**src/rtl/branch_resolve_unit_if.sv**
```systemverilog
// Branch resolve bus: decoded branch in, outcome/redirect/flush/stats out.
// master = upstream decode + fetch side, slave = branch_resolve_unit.
interface branch_resolve_unit_if #(
  parameter int XLEN  = 32,
  parameter int CNT_W = 32
);
  logic             in_valid;
  logic             in_ready;
  logic [XLEN-1:0]  pc;
  logic [XLEN-1:0]  rs1_data;
  logic [XLEN-1:0]  rs2_data;
  logic [12:0]      imm;
  logic [2:0]       branch_control;

  logic             resolved_valid;
  logic             resolved_taken;
  logic [XLEN-1:0]  resolved_target;

  logic             redirect_valid;
  logic             redirect_ready;
  logic [XLEN-1:0]  redirect_pc;

  logic             flush;
  logic             misaligned;
  logic [CNT_W-1:0] branch_count;
  logic [CNT_W-1:0] taken_count;

  modport master (
    output in_valid, pc, rs1_data, rs2_data, imm, branch_control, redirect_ready,
    input  in_ready, resolved_valid, resolved_taken, resolved_target,
           redirect_valid, redirect_pc, flush, misaligned, branch_count, taken_count
  );

  modport slave (
    input  in_valid, pc, rs1_data, rs2_data, imm, branch_control, redirect_ready,
    output in_ready, resolved_valid, resolved_taken, resolved_target,
           redirect_valid, redirect_pc, flush, misaligned, branch_count, taken_count
  );
endinterface

```
**src/rtl/branch_resolve_unit.sv**
```systemverilog
// Execute-stage conditional branch resolution with static not-taken prediction:
// taken, aligned branches raise a held fetch redirect followed by a fixed flush.
module branch_resolve_unit #(
  parameter int XLEN         = 32,
  parameter int FLUSH_CYCLES = 2,
  parameter int CNT_W        = 32
) (
  input logic                 clk,
  input logic                 rst_n,
  branch_resolve_unit_if.slave bus
);

  localparam logic [2:0] BEQ    = 3'b000;
  localparam logic [2:0] BNE    = 3'b001;
  localparam logic [2:0] BR_NOP = 3'b010;
  localparam logic [2:0] BLT    = 3'b100;
  localparam logic [2:0] BGE    = 3'b101;
  localparam logic [2:0] BLTU   = 3'b110;
  localparam logic [2:0] BGEU   = 3'b111;

  localparam int FW = (FLUSH_CYCLES < 2) ? 1 : $clog2(FLUSH_CYCLES);

  typedef enum logic [1:0] {IDLE, REDIRECT, FLUSH} state_t;

  state_t          state;
  logic [FW-1:0]   flush_cnt;
  logic            taken;
  logic [XLEN-1:0] target;
  logic            accept;

  // Condition and target are evaluated straight off the inputs so the
  // accept edge can register the outcome directly.
  always_comb begin
    taken = 1'b0;
    case (bus.branch_control)
      BEQ:     taken = (bus.rs1_data == bus.rs2_data);
      BNE:     taken = (bus.rs1_data != bus.rs2_data);
      BLT:     taken = ($signed(bus.rs1_data) <  $signed(bus.rs2_data));
      BGE:     taken = ($signed(bus.rs1_data) >= $signed(bus.rs2_data));
      BLTU:    taken = (bus.rs1_data <  bus.rs2_data);
      BGEU:    taken = (bus.rs1_data >= bus.rs2_data);
      default: taken = 1'b0;
    endcase
  end

  assign target      = bus.pc + {{(XLEN-13){bus.imm[12]}}, bus.imm};
  assign accept      = bus.in_valid && bus.in_ready;
  assign bus.in_ready = rst_n && (state == IDLE);

  always_ff @(posedge clk or negedge rst_n) begin
    if (!rst_n) begin
      state               <= IDLE;
      flush_cnt           <= '0;
      bus.resolved_valid  <= 1'b0;
      bus.resolved_taken  <= 1'b0;
      bus.resolved_target <= '0;
      bus.redirect_valid  <= 1'b0;
      bus.redirect_pc     <= '0;
      bus.flush           <= 1'b0;
      bus.misaligned      <= 1'b0;
      bus.branch_count    <= '0;
      bus.taken_count     <= '0;
    end else begin
      bus.resolved_valid <= 1'b0;
      bus.misaligned     <= 1'b0;
      case (state)
        IDLE: begin
          if (accept) begin
            bus.resolved_valid  <= 1'b1;
            bus.resolved_taken  <= taken;
            bus.resolved_target <= target;
            if (bus.branch_control != BR_NOP)
              bus.branch_count <= bus.branch_count + CNT_W'(1);
            if (taken) begin
              bus.taken_count <= bus.taken_count + CNT_W'(1);
              // A misaligned target is reported but never fetched from.
              if (target[1]) begin
                bus.misaligned <= 1'b1;
              end else begin
                bus.redirect_valid <= 1'b1;
                bus.redirect_pc    <= target;
                state              <= REDIRECT;
              end
            end
          end
        end
        REDIRECT: begin
          if (bus.redirect_ready) begin
            bus.redirect_valid <= 1'b0;
            if (FLUSH_CYCLES > 0) begin
              bus.flush <= 1'b1;
              flush_cnt <= FW'(FLUSH_CYCLES - 1);
              state     <= FLUSH;
            end else begin
              state <= IDLE;
            end
          end
        end
        FLUSH: begin
          if (flush_cnt == '0) begin
            bus.flush <= 1'b0;
            state     <= IDLE;
          end else begin
            flush_cnt <= flush_cnt - FW'(1);
          end
        end
        default: state <= IDLE;
      endcase
    end
  end

endmodule

```
**src/flat_wrapper.sv**
```systemverilog
// flat-port wrapper written by rule: the top's interface ports become plain ports
module branch_resolve_unit_flat 
#(
  parameter int XLEN         = 32,
  parameter int FLUSH_CYCLES = 2,
  parameter int CNT_W        = 32
)
  (clk, rst_n, bus_in_valid, bus_pc, bus_rs1_data, bus_rs2_data, bus_imm, bus_branch_control, bus_redirect_ready, bus_in_ready, bus_resolved_valid, bus_resolved_taken, bus_resolved_target, bus_redirect_valid, bus_redirect_pc, bus_flush, bus_misaligned, bus_branch_count, bus_taken_count);
  branch_resolve_unit_if #(.XLEN(XLEN), .CNT_W(CNT_W)) bus_i ();
  input logic clk;
  input logic rst_n;
  input wire logic [$bits(bus_i.in_valid)-1:0] bus_in_valid;
  input wire logic [$bits(bus_i.pc)-1:0] bus_pc;
  input wire logic [$bits(bus_i.rs1_data)-1:0] bus_rs1_data;
  input wire logic [$bits(bus_i.rs2_data)-1:0] bus_rs2_data;
  input wire logic [$bits(bus_i.imm)-1:0] bus_imm;
  input wire logic [$bits(bus_i.branch_control)-1:0] bus_branch_control;
  input wire logic [$bits(bus_i.redirect_ready)-1:0] bus_redirect_ready;
  output wire logic [$bits(bus_i.in_ready)-1:0] bus_in_ready;
  output wire logic [$bits(bus_i.resolved_valid)-1:0] bus_resolved_valid;
  output wire logic [$bits(bus_i.resolved_taken)-1:0] bus_resolved_taken;
  output wire logic [$bits(bus_i.resolved_target)-1:0] bus_resolved_target;
  output wire logic [$bits(bus_i.redirect_valid)-1:0] bus_redirect_valid;
  output wire logic [$bits(bus_i.redirect_pc)-1:0] bus_redirect_pc;
  output wire logic [$bits(bus_i.flush)-1:0] bus_flush;
  output wire logic [$bits(bus_i.misaligned)-1:0] bus_misaligned;
  output wire logic [$bits(bus_i.branch_count)-1:0] bus_branch_count;
  output wire logic [$bits(bus_i.taken_count)-1:0] bus_taken_count;
  assign bus_i.in_valid = bus_in_valid;
  assign bus_i.pc = bus_pc;
  assign bus_i.rs1_data = bus_rs1_data;
  assign bus_i.rs2_data = bus_rs2_data;
  assign bus_i.imm = bus_imm;
  assign bus_i.branch_control = bus_branch_control;
  assign bus_i.redirect_ready = bus_redirect_ready;
  assign bus_in_ready = bus_i.in_ready;
  assign bus_resolved_valid = bus_i.resolved_valid;
  assign bus_resolved_taken = bus_i.resolved_taken;
  assign bus_resolved_target = bus_i.resolved_target;
  assign bus_redirect_valid = bus_i.redirect_valid;
  assign bus_redirect_pc = bus_i.redirect_pc;
  assign bus_flush = bus_i.flush;
  assign bus_misaligned = bus_i.misaligned;
  assign bus_branch_count = bus_i.branch_count;
  assign bus_taken_count = bus_i.taken_count;
  branch_resolve_unit #(.XLEN(XLEN), .FLUSH_CYCLES(FLUSH_CYCLES), .CNT_W(CNT_W)) u_core (.clk(clk), .rst_n(rst_n), .bus(bus_i));
endmodule
```
**config.mk**
```make
export PLATFORM = sky130hd
export DESIGN_NAME = branch_resolve_unit_flat
export DESIGN_NICKNAME = d
export VERILOG_FILES = /design/src/rtl/branch_resolve_unit_if.sv /design/src/rtl/branch_resolve_unit.sv /design/src/flat_wrapper.sv
export SDC_FILE = /design/constraint.sdc
export NUM_CORES = 1
export LEC_CHECK = 0
export ABC_CLOCK_PERIOD_IN_PS = 2800
export BUFFER_PORTS_ARGS = -buffer_cell sky130_fd_sc_hd__buf_4
export CAP_MARGIN = 20
export CORE_UTILIZATION = 40
export CTS_BUF_LIST = sky130_fd_sc_hd__clkbuf_16
export DETAILED_ROUTE_END_ITERATION = 8
export GPL_ROUTABILITY_DRIVEN = 0
export PLACE_DENSITY = 0.8
export RECOVER_POWER = 25
export SETUP_SLACK_MARGIN = 0.3
export SLEW_MARGIN = 30
export SYNTH_ARGS = -nofsm -noshare
export SYNTH_HDL_FRONTEND = slang
export SYNTH_SLANG_ARGS = --single-unit
```
**constraint.sdc**
```tcl
create_clock -name clk -period 2.8 [get_ports clk]
set_input_delay 0.56 -clock clk [delete_from_list [all_inputs] [get_ports clk]]
set_output_delay 0.56 -clock clk [all_outputs]
set_load 0.01 [all_outputs]
```
==> results of run 1 <==
-- worst max-delay path by stage --
stage	slack [ns]	end	startpoint	cells after the start
floorplan	-0.60	u_core.bus.redirect_pc[0]	bus_rs2_data[27]	13
CTS	-0.17	u_core.bus.redirect_pc[8]	bus_rs2_data[25]	13
global placement	-0.72	u_core.bus.resolved_target[24]	bus_imm[0]	12
detailed placement	-0.76	u_core.bus.redirect_pc[7]	bus_rs2_data[27]	12
finish	-0.34	u_core.bus.taken_count[30]	bus_rs2_data[20]	13
global route	-0.42	u_core.bus.taken_count[18]	bus_rs2_data[17]	13
-- repair_timing --
| action | CTS | global route |
|---|---|---|
| cloned | 3 | 0 |
| endpoints found under the setup margin | 80 | 86 |
| pin swaps | 22 | 61 |
| buffers inserted | 19 | 11 |
| resized for setup | 122 | 80 |
-- sequential cells by signal, summed over array words and instances (netlist names) --
name                        cells
u_core.bus.branch_count        32
u_core.bus.resolved_target     32
u_core.bus.taken_count         32
u_core.bus.redirect_pc         31
u_core.state                    2
u_core.bus.flush                1
u_core.bus.misaligned           1
u_core.bus.redirect_valid       1
u_core.bus.resolved_taken       1
u_core.bus.resolved_valid       1
u_core.flush_cnt                1
-- cells by family (layout without fill, tap and decap cells) --
kind of cell | Yosys count | count (layout)
AND/OR/NAND/NOR | 236 | 236
AO/OA/AOI/OAI | 135 | 135
flip-flops | 135 | 135
XOR/XNOR | 92 | 92
buffers and inverters | 92 | 483
adder cells (fa/ha/maj) | 66 | 66
multiplexers | 42 | 42
other | 1 | 1
-- Yosys cell counts (3+ instances only) --
cell      count  area [sq um]
inv_1        68         255.2
and4_1        8         70.07
o211ai_1      6         45.04
and3_1       12         75.07
nor4_1       18         112.6
clkbuf_1     12         45.04
nand2b_1      4         25.02
dfrtp_1     135          3378
nand2_1      89         334.1
mux2i_1      17         170.2
a31oi_1       4         25.02
a211oi_1      4         30.03
mux2_4       11         165.2
mux2_2       14         157.7
o21ai_0      36         180.2
xor2_1       45         394.1
nor2_1       25         93.84
a21o_1       14         105.1
xnor2_1      47         411.6
a21oi_1      41         205.2
buf_6         3         33.78
or4_1         3         22.52
buf_2         5         25.02
nand4_1      17         106.4
ha_1         65         813.3
nand3_1      25         125.1
nor2b_1       4         25.02
and2_1        4         25.02
nor3_1       13         65.06
o21bai_1      5         37.54
-- per-stage QoR --
stage	cells	util	total power [W]	hold slack (ns)	instance area (sq um)
4_1_cts	1444	0.6482	0.008110	0.3219	12620
5_1_grt	1455	0.6732	0.008680	0.3399	13100
6_report	1455	0.6732	0.008224	0.3506	13100
3_3_place_gp	1390	0.5774	0.005626	0.4577	11240
3_5_place_dp	1390	0.5774	0.005714	0.4581	11240
2_1_floorplan	799	-	0.004177	0.2644	8374
-- worst register-to-register path: stages, from the launching register on --
cell       delay [ns]
dfrtp_1          0.38
nand4bb_2        0.28
clkbuf_2         0.36
clkinv_1         0.13
o2111ai_1        0.13
o31ai_2          0.09
a2bb2oi_1        0.17
nand3_1          0.10
or3b_4           0.41
buf_6            0.18
buf_6            0.16
nor3_4           0.25
xor2_1           0.23
-- per-layer routing --
layer  track usage  share of wire  up-vias
met5             0              0        -
met4        0.1154          0.043        0
met3       0.06707          0.058       82
met2        0.4260           0.52      262
met1        0.2687           0.38     3682
li1              -              -     3562
-- layout by cell type (no fill, tap or decap), drive strengths merged, types with 14 or more instances in the layout --
cell type | Yosys | layout
nor3 | 14 | 14
nand4 | 18 | 18
xor2 | 45 | 45
buf | 11 | 377
nand2 | 89 | 89
nor2 | 25 | 25
o21ai | 37 | 37
a21o | 14 | 14
nor4 | 18 | 18
ha | 65 | 65
mux2i | 17 | 17
clkbuf | 12 | 22
a21oi | 41 | 41
mux2 | 25 | 25
dfrtp | 135 | 135
xnor2 | 47 | 47
nand3 | 25 | 25
inv | 68 | 76
-- cell type report --
class	count	area, sq um	area share
Multi-Input combinational cell	572	5383	0.4108
Sequential cell	135	3378	0.2579
Timing Repair Buffer	382	3156	0.2409
Clock buffer	17	425.4	0.03247
Tap cell	265	331.6	0.02531
Inverter	69	284.0	0.02168
Clock inverter	15	143.9	0.01098
-- where the power goes --
group / internal, W / switching, W / leakage, nW
Combinational: 0.00166 / 0.00151 / 4.69
Clock: 0.00124 / 0.000937 / 0.279
Sequential: 0.00248 / 0.000397 / 1.69
==> results.tsv, run 1 <==
metric	value	unit
r2r setup slk	-0.17	ns
Place WS	-0.7594	ns
hold path cells	2	
syn nets	981	
CTS buffer count	17	
FFs w/ async S/R, synth	1.000	
Critical Path AT	3.47	ns
Clock Tree Root	clkbuf_16	
Syn Inst Count	799	
setup tns final	-16.93	ns
Final Critical Period	3.144	ns
Final Hold Viols	0	
CP max stage delay	0.61	ns
compound-cell area share of the yosys netlist	0.1069	
Synth Area in Simple Gates	0.1510	
first-pass GRT wire length	38090	um
CP required	3.12	ns
mux cell area share after synthesis	0.06210	
crit-path cells	buf_4 > inv_2 > ha_4 > nand4_1 > or4_4 > nor3_4 > or4_4 > a2111oi_4 > or3b_4 > buf_6 > buf_6 > nor3_4 > xor2_1	
Max Fclk	0.3180	GHz
Max Slew Vio Count	0	
DRT Wirelength	25270	um
final setup vio count	69	
port bufs	248	
boundary pin count	250	
failing checks	setup timing	
clk sinks	135	
largest family of logic cells by synthesized area	simple AND/OR/NAND/NOR gates	
CP startpoint kind	input pin	
number of nets in the layout	1359	
initial antenna violation count	0	
synthesized-area fraction occupied by adder cells	0.1050	
EDFF count, synth	0	
Vias/cell	5.215	
core area	19460	sq um
row count	51	
First DRT Iteration DRCs	257	
R2R cell count	12	
starting density of the core	0.4079	
drt wl/cell	17.37	um
cts hold-fix bufs	0	
fin worst setup slack	-0.3442	ns
share of cells above drive strength 1	0.4941	
gr usage total	0.2417	
average cell area after synthesis	9.936	sq um
Die H	142.9	um
antenna fix cells	0	
Leak Pwr	6.664	nW
WHS Endpoint	u_core.state[0]	
final period utilization	1.123	
CP top delay family	simple AND/OR/NAND/NOR gates	
Worst Tran Pin Value	1.314	ns
Die W	142.9	um
Setup CP Type	in2reg	
sum of buffers and inverters on the critical path	4	
htree depth	4	
Clock Latency Late Sink	0.42	ns
sequential area share after synthesis	0.4255	
maximum VDD drop	439.3	uV
post-synth design cell area	7939	sq um
Top FF cell, synth	dfrtp_1	
clk_skew	0.009136	ns
Clock transition at path regs	0.06	ns
end of the worst register-to-register path	u_core.bus.taken_count[30]	
Synth Register Bits	135	
maximum buffer depth of the clock tree	2	
Worst slew margin	0.1217	
status	finished, violations left	
via count	7588	
fillcell total	1369	
RSZ-0062 raised after global routing	true	
die area	20410	sq um
Power Density	627.8	nW/um^2
Worst setup EP type	flip-flop	
DRT antenna net count	0	
number of iterations in the first detailed-routing pass	4	
Worst path slowest cell	or4_4	
Synth cell types	65	
CTS tree	built	
CP Max Fanout	11	
Area Overhead vs Synth	65.03	%
GR Overflow Total	0	
Max Cap Viol	0	
Synth Warn #	0	
worst hold-check path type	in2reg	
Reg-to-Reg Start	u_core.state[0]	
xor/xnor cell area share of the yosys netlist	0.1015	
post-DP HPWL	17010	um
vias in the first global route	7722	
Remaining DRCs	0	
largest net degree at the start of global routing	72	
hold wc startpoint	bus_redirect_ready	
No activity file was read; power rests on OpenSTA's default activity.
==> run 2, diff against run 1 <==
Settings changed: CORE_ASPECT_RATIO set to 1.5.
==> run 2 against run 1 <==
  * The flow still finishes with violations (setup timing)
  * Worst hold slack worse by 0.041 ns
  * Total power up 4.2%
  * First-iteration DRC count up 43%
  * Count of clock-buffer cells in the layout unchanged
  * Setup slack worse by 0.11 ns
  * Combinational power up 3%
  * Register-to-register slack better by 0.05 ns
  * Clock power up 10%
  * Utilization up 1.7 points
  * Via count up 1.8%
  * Fmax down 3.3%
  * Critical path depth unchanged
  * Largest power group unchanged
==> results.tsv, run 2 (synthesis results as in run 1) <==
metric	value	unit
first-pass GRT wire length	38210	um
crit-path cells	buf_4 > ha_1 > nand4_1 > nor3_1 > a22oi_1 > o211ai_1 > buf_4 > o31ai_4 > a2111oi_4 > or3b_4 > or2_4 > buf_12 > mux2_4	
First DRT Iteration DRCs	368	
Min Hold Slack	0.3100	ns
Worst Tran Pin Value	1.050	ns
Leak Pwr	6.827	nW
Vias/cell	5.323	
share of cells above drive strength 1	0.5013	
CP dominant cell by count	buf_4	
Final Hold Viols	0	
core area	19320	sq um
Max Slew Vio Count	0	
Clock transition at path regs	0.06	ns
final setup vio count	72	
Remaining DRCs	0	
Worst path slowest cell	or3b_4	
status	finished, violations left	
Worst setup EP type	flip-flop	
setup tns final	-23.96	ns
Critical Path AT	3.54	ns
Clock Tree Root	clkbuf_16	
CP Max Fanout	5	
Place WS	-0.8504	ns
Power Density	642.6	nW/um^2
initial antenna violation count	0	
post-DP HPWL	17520	um
failing checks	setup timing	
port bufs	248	
boundary pin count	250	
fin worst setup slack	-0.4503	ns
GR Overflow Total	0	
commonest non-fill, non-tap cell in the layout	buf_4	
RSZ-0062 raised after global routing	true	
Max Cap Viol	0	
maximum buffer depth of the clock tree	2	
vias in the first global route	7814	
number of nets in the layout	1364	
final period utilization	1.161	
number of iterations in the first detailed-routing pass	6	
CP max stage delay	0.41	ns
DRT Wirelength	27080	um
DRT antenna net count	0	
antenna fix cells	0	
commonest cells after routing, fill and taps aside	328 x buf_4, 135 x dfrtp_1, 85 x nand2_1	
clk_skew	0.009947	ns
clk sinks	135	
via count	7724	
drt wl/cell	18.66	um
CTS tree	built	
Clock Latency Late Sink	0.42	ns
CP startpoint kind	input pin	
largest net degree at the start of global routing	79	
Worst slew margin	0.3002	
Die H	174.5	um
htree depth	4	
CTS buffer count	17	
worst hold-check path type	in2async	
cts hold-fix bufs	0	
Max Fclk	0.3077	GHz
top flop regs	u_core.bus.branch_count: 32 flops, u_core.bus.resolved_target: 32 flops, u_core.bus.taken_count: 32 flops	
maximum VDD drop	474.1	uV
die area	20430	sq um
Setup CP Type	in2reg	
Final Critical Period	3.250	ns
row count	62	
gr usage total	0.2421	
starting density of the core	0.4110	
Die W	117.0	um
CP required	3.09	ns
Area Overhead vs Synth	67.94	%
[run 2: cell types whose count changed in the layout (fill, tap and decap cells not counted), sizes merged]
cell,change
clkbuf,+2
bufinv,+3
buf,+3
clkinvlp,+1
inv,-5
clkinv,+1
[run 2: worst max-delay path, delay by kind of cell]
family                   cells  cell delay, ns
buffers and inverters        3            0.48
AND/OR/NAND/NOR              4            1.02
AO/OA/AOI/OAI                4            0.89
multiplexers                 1            0.29
adder cells (fa/ha/maj)      1            0.30
[run 2: worst paths after layout]
check / from / to / slack (ns) / cells past startpoint
max in group asynchronous: rst_n / u_core.bus.resolved_target[30] / 0.94 / 3
setup / recovery: bus_rs1_data[24] / u_core.bus.redirect_pc[6] / -0.45 / 13
min in group clk: bus_redirect_ready / u_core.state[0] / 0.35 / 2
setup reg to reg: u_core.bus.taken_count[4] / u_core.bus.taken_count[31] / -0.12 / 9
hold reg to reg: u_core.bus.taken_count[31] / u_core.bus.taken_count[31] / 0.47 / 1
hold / removal: rst_n / u_core.bus.taken_count[15] / 0.31 / 2
[run 2: area by class of cell]
class                      count  area (sq um)
fill                        1314          5983
multi-input combinational    572          5465
sequential                   135          3378
timing repair buffer         387          3262
clock buffer                  17         425.4
tap                          256         320.3
inverter                      69         279.0
clock inverter                15         202.7
[run 2: metrics by stage]
step                instance area, sq um    util  power (W)  instances
floorplan                           8374       -   0.004177        799
global placement                   11270  0.5835   0.005663       1387
detailed placement                 11270  0.5835   0.005764       1387
CTS                                12630  0.6541   0.008370       1435
global route                       13330  0.6902   0.008991       1451
finish                             13330  0.6902   0.008568       1451
[run 2: what timing repair did]
action	in CTS	in global routing
endpoints found under the setup margin	93	92
setup buffers	13	14
pin swaps	70	94
gates cloned	3	2
resized for setup	100	129
[run 2: layer usage]
| layer | wire length (um) | global-route usage | vias up |
|---|---|---|---|
| met2 | 14830 | 0.4458 | 293 |
| met5 | 0 | 0 | - |
| met4 | 1175 | 0.09757 | 0 |
| met3 | 1257 | 0.05160 | 89 |
| met1 | 9816 | 0.2620 | 3778 |
| li1 | - | - | 3564 |
[run 2: where the power goes]
part | switching [W] | internal (W) | total (W)
sequential | 0.000414 | 0.00248 | 0.00289
clock | 0.000905 | 0.00149 | 0.00240
combinational | 0.00157 | 0.00170 | 0.00327
total | 0.00289 | 0.00567 | 0.00857
==> run 3, diff against run 2 <==
Settings changed: SETUP_SLACK_MARGIN 0.3 to 0.5.
==> run 3 against run 2 <==
  * The run still ends with setup timing left
  * Wire length increased by 3.7%
  * Utilization increased by 1.2 points
  * Die area unchanged
  * Worst hold slack got worse by 0.020 ns
  * Non-clock buffer count rose by 7
  * Total power is 0.14% higher
  * Register-to-register slack got worse by 0.02 ns
  * Clock skew grew 0.0038 ns
  * First-iteration DRC count grew 37%
  * Setup slack improved by 0.040 ns
  * Sequential power barely moved
==> results.tsv, run 3 (synthesis results as in run 1) <==
metric	value	unit
status	finished, violations left	
failing checks	setup timing	
area of the multi-input gates	5649	sq um
CP startpoint kind	input pin	
final setup vio count	72	
clk_skew	0.01373	ns
Min Hold Slack	0.2903	ns
Pint	0.005642	W
gr usage total	0.2615	
sequential power share	0.337	
CP dominant cell by count	buf_6	
vias in the first global route	8267	
DRT antenna net count	0	
Clock transition at path regs	0.07	ns
RSZ-0062 raised after global routing	true	
boundary pin count	250	
final period utilization	1.147	
First DRT Iteration DRCs	504	
row count	62	
Place WS	-0.8478	ns
sum of buffers and inverters on the critical path	5	
Worst path slowest cell	or4_4	
antenna fix cells	0	
CP top delay family	simple AND/OR/NAND/NOR gates	
Vias/cell	5.346	
commonest non-fill, non-tap cell in the layout	buf_4	
Worst slew margin	0.2231	
R2R cell count	9	
Setup CP Type	in2reg	
post-DP HPWL	17420	um
worst hold-check path type	in2async	
DRT Wirelength	28080	um
Clock Tree Root	clkbuf_16	
share of cells above drive strength 1	0.5125	
CP Max Fanout	7	
htree depth	4	
cts hold-fix bufs	0	
number of nets in the layout	1371	
initial antenna violation count	0	
combinational power share	0.397	
largest net degree at the start of global routing	77	
Layout Cells excl Fill	1458	
commonest cells after routing, fill and taps aside	326 x buf_4, 135 x dfrtp_1, 83 x nand2_1	
die area	20430	sq um
drt wl/cell	19.26	um
maximum buffer depth of the clock tree	2	
CTS buffer count	17	
maximum VDD drop	388.3	uV
Leak Pwr	6.957	nW
Power Density	632.6	nW/um^2
starting density of the core	0.4110	
Final Critical Period	3.210	ns
crit-path cells	buf_4 > inv_1 > ha_4 > nand4_1 > or4_4 > buf_6 > o211ai_1 > or4_1 > nand3_1 > or3b_4 > or2_4 > buf_6 > buf_12 > mux2_4	
via count	7795	
port bufs	248	
top flop regs	u_core.bus.branch_count: 32 flops, u_core.bus.resolved_target: 32 flops, u_core.bus.taken_count: 32 flops	
Area Overhead vs Synth	70.83	%
switching power	0.002937	W
core area	19320	sq um
Critical Path AT	3.50	ns
Final Hold Viols	0	
Max Slew Vio Count	0	
Die W	117.0	um
Clock Latency Late Sink	0.42	ns
number of iterations in the first detailed-routing pass	5	
Clk pwr share	0.266	
Worst setup EP type	flip-flop	
first-pass GRT wire length	41100	um
Die H	174.5	um
clk sinks	135	
CP max stage delay	0.58	ns
FF/Latch Area	3378	sq um
CTS tree	built	
Cells after DPL	1392	
fillcell total	1306	
GR Overflow Total	0	
Worst Tran Pin Value	1.165	ns
Remaining DRCs	0	
fin worst setup slack	-0.4103	ns
setup tns final	-19.74	ns
Post-DP Area	11320	sq um
Worst path depth	14	
fin area	13560	sq um
switch share	0.3424	
Max Fclk	0.3115	GHz
CP required	3.09	ns
Max Cap Viol	0	
-- run 3: power groups by stage --
| stage | registers [W] | logic (W) | clock network (W) |
|---|---|---|---|
| finish | 0.00290 | 0.00341 | 0.00228 |
| global route | 0.00297 | 0.00364 | 0.00239 |
| CTS | 0.00287 | 0.00314 | 0.00229 |
| detailed placement | 0.00289 | 0.00285 | 0 |
| global placement | 0.00288 | 0.00276 | 0 |
| floorplan | 0.00307 | 0.00112 | 0 |
-- run 3: area by class of cell --
type / instances / share of cell area
clock buffer: 17 / 0.03137
clock inverter: 15 / 0.01199
inverter: 69 / 0.02039
multi-input combinational: 572 / 0.4166
sequential: 135 / 0.2491
tap: 256 / 0.02362
timing repair buffer: 394 / 0.2470
-- run 3: worst register-to-register path, stage by stage, from the launching register on --
cell and delay, ns:
dfrtp_1 0.42, nand3_1 0.32, or3_1 0.61, nor2_1 0.20, and2_1 0.18, nand3_1 0.15
nor3_1 0.40, nand3_1 0.19, nor3_4 0.22, xor2_1 0.17
-- run 3: metal layers --
layer	GRT usage	vias up	part of all wire
met5	0	-	0
li1	-	3573	-
met3	0.05649	108	0.047
met4	0.1377	0	0.049
met2	0.4756	301	0.55
met1	0.2740	3813	0.36
-- run 3: final timing paths --
path                                            start                          to  slack [ns]
setup / recovery                     bus_rs2_data[23]  u_core.bus.redirect_pc[10]       -0.41
hold / removal                                  rst_n  u_core.bus.taken_count[17]        0.29
setup reg to reg            u_core.bus.taken_count[4]  u_core.bus.taken_count[31]       -0.14
hold reg to reg            u_core.bus.taken_count[31]  u_core.bus.taken_count[31]        0.47
max in group asynchronous                       rst_n  u_core.bus.branch_count[7]        1.32
min in group clk                   bus_redirect_ready             u_core.state[0]        0.36
-- run 3: per-stage QoR --
stage | total power (W) | utilization
global route | 0.009001 | 0.7021
detailed placement | 0.005732 | 0.5860
CTS | 0.008302 | 0.6694
global placement | 0.005643 | 0.5860
floorplan | 0.004191 | -
finish | 0.008580 | 0.7021
-- run 3: timing repair --
action                                  CTS  global route
gates cloned                              4             2
pin swaps                                94            83
endpoints found under the setup margin   96            98
buffers inserted                         17            11
gates resized for setup                 144           108
